**src/rtl/spi_byte_tx.sv**
```systemverilog
// spi_byte_tx: SPI mode-0 byte transmitter. It sends one byte MSB first with ss framing and returns a one-cycle end pulse.
module spi_byte_tx #(
    parameter int SCLK_HALF = 4
) (
    input  logic       clk,
    input  logic       rst,
    input  logic       begin_transmission,
    input  logic [7:0] send_data,
    output logic       sclk,
    output logic       mosi,
    output logic       ss,
    output logic       end_transmission,
    output logic       busy
);
    typedef enum logic [1:0] {IDLE, SHIFT, HOLD, DONE} state_t;
    state_t      state_q;
    logic [15:0] half_q;
    logic [2:0]  bit_q;
    logic [7:0]  sr_q;
    logic        sclk_q, ss_q, busy_q, end_q;
    logic        half_end;
    assign half_end         = half_q == 16'(SCLK_HALF - 1);
    assign sclk             = sclk_q;
    assign mosi             = sr_q[7];
    assign ss               = ss_q;
    assign busy             = busy_q;
    assign end_transmission = end_q;
    // mosi is the shift register MSB; the last bit is not shifted out so it persists through HOLD
    always_ff @(posedge clk) begin
        if (!rst) begin
            state_q <= IDLE;
            half_q  <= 16'd0;
            bit_q   <= 3'd0;
            sr_q    <= 8'd0;
            sclk_q  <= 1'b0;
            ss_q    <= 1'b1;
            busy_q  <= 1'b0;
            end_q   <= 1'b0;
        end else begin
            end_q <= 1'b0;
            case (state_q)
                IDLE: if (begin_transmission) begin
                    state_q <= SHIFT;
                    sr_q    <= send_data;
                    half_q  <= 16'd0;
                    bit_q   <= 3'd0;
                    sclk_q  <= 1'b0;
                    ss_q    <= 1'b0;
                    busy_q  <= 1'b1;
                end
                SHIFT: begin
                    half_q <= half_end ? 16'd0 : half_q + 16'd1;
                    if (half_end) begin
                        sclk_q <= ~sclk_q;
                        if (sclk_q) begin
                            if (bit_q == 3'd7) state_q <= HOLD;
                            else begin
                                bit_q <= bit_q + 3'd1;
                                sr_q  <= {sr_q[6:0], 1'b0};
                            end
                        end
                    end
                end
                HOLD: begin
                    half_q <= half_end ? 16'd0 : half_q + 16'd1;
                    if (half_end) begin
                        state_q <= DONE;
                        sr_q    <= 8'd0;
                        bit_q   <= 3'd0;
                        ss_q    <= 1'b1;
                        busy_q  <= 1'b0;
                        end_q   <= 1'b1;
                    end
                end
                DONE: state_q <= IDLE;
                default: state_q <= IDLE;
            endcase
        end
    end
endmodule

```
**config.mk**
```make
export PLATFORM = sky130hd
export DESIGN_NAME = spi_byte_tx
export DESIGN_NICKNAME = d
export VERILOG_FILES = /design/src/rtl/spi_byte_tx.sv
export SDC_FILE = /design/constraint.sdc
export NUM_CORES = 1
export LEC_CHECK = 0
export ABC_AREA = 1
export BUFFER_PORTS_ARGS = -buffer_cell sky130_fd_sc_hd__buf_4
export CAP_MARGIN = 20
export CORE_MARGIN = 5
export CORE_UTILIZATION = 55
export CTS_CLUSTER_SIZE = 30
export DETAILED_ROUTE_END_ITERATION = 10
export PLACE_DENSITY_LB_ADDON = 0.05
export SYNTH_ARGS = -nofsm -noshare
export SYNTH_HDL_FRONTEND = slang
export SYNTH_SLANG_ARGS = --single-unit
export TNS_END_PERCENT = 50
```
**constraint.sdc**
```tcl
create_clock -name clk -period 2.6 [get_ports clk]
set_clock_uncertainty 0.2 [all_clocks]
set_input_delay 0.13 -clock clk [delete_from_list [all_inputs] [get_ports clk]]
set_output_delay 0.13 -clock clk [all_outputs]
set_load 0.005 [all_outputs]
```
==> impl_metrics.tcl <==
set metrics [dict create \
    synth_compound_area_frac 0.1093 \
    use_met1 0.1882 \
    final-hold-violation-count 1 \
    fin_crit_sh 0.8453 \
    nets 332 \
    synth_top_family_by_area "simple AND/OR/NAND/NOR gates" \
    tightest_slew_ns 0.7853 \
    synthXorXnorAreaFrac 0 \
    synth_nets 313 \
    arrival_ns 2.26 \
    slew_viol_final 0 \
    rsz0062_at_grt "no" \
    dp_slack_ns 0.4377 \
    synth-edff-count 0 \
    insertion_delay_ns 0.34 \
    cts.sink_count 33 \
    met3_usage 0.03623 \
    end_kind "flip-flop" \
    final_area_um2 2158 \
    maxCapViolCount 0 \
    yosys.area_share.simple 0.4180 \
    ys_ff_latch 33 \
    final_common_cell "nand2_1" \
    reg2reg_slack_ns 0.40 \
    powerDensity_nw_per_um2 857.6 \
    wirelength_um 3909 \
    synth_async_sr_flop_share 0 \
    fp-row-count 21 \
    worst_hold_slack_ns -0.0002316 \
    syn-instance-count 296 \
    met2_usage 0.3252 \
    via_per_inst 5.014 \
    r2r_cells 7 \
    die_area_um2 4827 \
    required_ns 2.66 \
    top_usage_layer "met2" \
    avgRoutedWirePerCell_um 10.83 \
    p_total_mw 1.851 \
    finalCriticalPeriod_ns 2.198 \
    start_util 0.5740 \
    drc 0 \
    ant_nets 0 \
    syn_area_um2 1946 \
    drtIter0Drc 79 \
    critPathLaunchType "flip-flop" \
    core_um2 3390 \
    fin_util 0.6368 \
    hold-path-cell-count 6 \
    cts_resized 0 \
    io_buffers 15 \
    gp_congestion 0.8783 \
    n_antenna_cell 0 \
    cts_tree "done" \
    grt_start_max_net_pins 22 \
    rr_startpoint "state_q[0]" \
    cts-root-buf "clkbuf_4" \
    hpwl_um 2809 \
    track_usage 0.1749 \
    vias 1810 \
    instances_no_fill 361 \
    dpl_cell_area_um2 2063 \
    clk_path_buf_depth 2 \
    dp_cells 350 \
    die_w_um 69.48 \
    hold_start "send_data[7]" \
    drtPass1Iterations 4 \
    muxShareOfSynthArea 0 \
    numCtsBuffers 5 \
    final_cell_mix "nand2_1, nor2_1, dfxtp_1" \
    antenna_found_initial 0 \
    holdPathEnd "sr_q[7]" \
    fin_ws_ns 0.4021 \
    grt_overflow 0 \
    grt_pass1_vias 1760 \
    slew_headroom 0.4764 \
    ys.flop_type "dfxtp_1" \
    grt_pass1_wl_um 7072 \
    yosysUniqueCellTypes 30 \
    clk_pin_slew_ns 0.10 \
    violations "negative hold slack" \
    status "complete, but fails checks" \
    seq_area_frac_synth 0.3395 \
    tns_ns 0 \
    p_leak_nw 0.9804 \
    vdd_drop_max_mv 0.7235 \
    min_path_type "input pin to flip-flop" \
    r2r-end "half_q[2]" \
    io_pins 16 \
    drive_gt1_frac 0.1397 \
    area_growth_pct 10.93 \
    die_h_um 69.48 \
    critPathKind "flip-flop to flip-flop" \
    crit_fanout 11 \
    synth_fa_ha_area_frac 0.03859 \
    fmax_ghz 0.4550 \
    setup-violations-final 0 \
    syn_avg_cell_area_um2 6.573 \
    yosys_warnings 0 \
    cts_max_level 2 \
]
[where the power goes]
| group | leakage (nW) | switching, mW | internal, mW | total (mW) |
|---|---|---|---|---|
| Clock | 0.0314 | 0.174 | 0.128 | 0.302 |
| Sequential | 0.269 | 0.0525 | 0.593 | 0.646 |
| Combinational | 0.680 | 0.587 | 0.317 | 0.904 |
| Total | 0.980 | 0.813 | 1.04 | 1.85 |
[area by class of cell]
| type | count | area [µm²] |
|---|---|---|
| tap | 46 | 57.56 |
| clock buffer | 7 | 55.05 |
| multi-input combinational | 221 | 1101 |
| fill | 337 | 1231 |
| sequential | 33 | 660.6 |
| timing repair buffer | 19 | 152.6 |
| inverter | 35 | 131.4 |
[cells by family (layout without fill, tap and decap cells)]
kind of cell / count (synthesis) / count (layout)
buf+inv: 42 / 61
compound gates: 35 / 35
simple gates: 180 / 180
fa+ha+maj: 6 / 6
flops: 33 / 33
[registers in the layout, summed over array words and instances (netlist names)]
name	cells
ss	1
end_transmission	1
half_q	16
state_q	2
bit_q	3
sr_q	8
sclk	1
busy	1
[how the worst max path moves through the flow]
stage                from         end  slack, ns
2_1_floorplan  state_q[0]  half_q[15]       0.87
3_3_place_gp   state_q[0]   half_q[2]       0.49
3_5_place_dp   state_q[0]   half_q[4]       0.44
4_1_cts        state_q[1]    bit_q[2]       0.40
5_1_grt        state_q[1]    bit_q[0]       0.18
6_report       state_q[0]   half_q[2]       0.40
[cells in the mapped netlist (2+ instances only)]
cell	number	area (µm²)
nand2_1	70	262.8
nor2_1	56	210.2
dfxtp_1	33	660.6
inv_1	31	116.4
nand3_1	23	115.1
a21oi_1	20	100.1
nand2_2	7	43.79
nand3b_1	7	52.55
ha_1	6	75.07
nor3_1	5	25.02
buf_2	3	15.01
buf_6	3	33.78
inv_2	3	11.26
nand4_1	3	18.77
nor2_4	3	33.78
o21ai_2	3	26.28
o21bai_1	3	22.52
nand2_4	2	22.52
nor2_2	2	12.51
o21a_1	2	15.01
o21ai_0	2	10.01
[what timing repair did]
item                                   CTS  global route
hold buffers                             4             0
endpoints found under the hold margin   18             0
buffers inserted                         0             0
[worst max-delay path: stages (launching register included)]
cell,delay [ns]
dfxtp_1,0.37
inv_1,0.07
ha_1,0.46
o21ai_2,0.46
inv_2,0.19
nand2_4,0.14
nand2_4,0.09
nor3_1,0.14
[routing by layer]
layer | share of wire | up-vias
met5 | 0 | -
met4 | 0.014 | 0
met3 | 0.040 | 5
met2 | 0.50 | 26
met1 | 0.45 | 803
li1 | - | 976
Power figures use the tool's default switching activity.
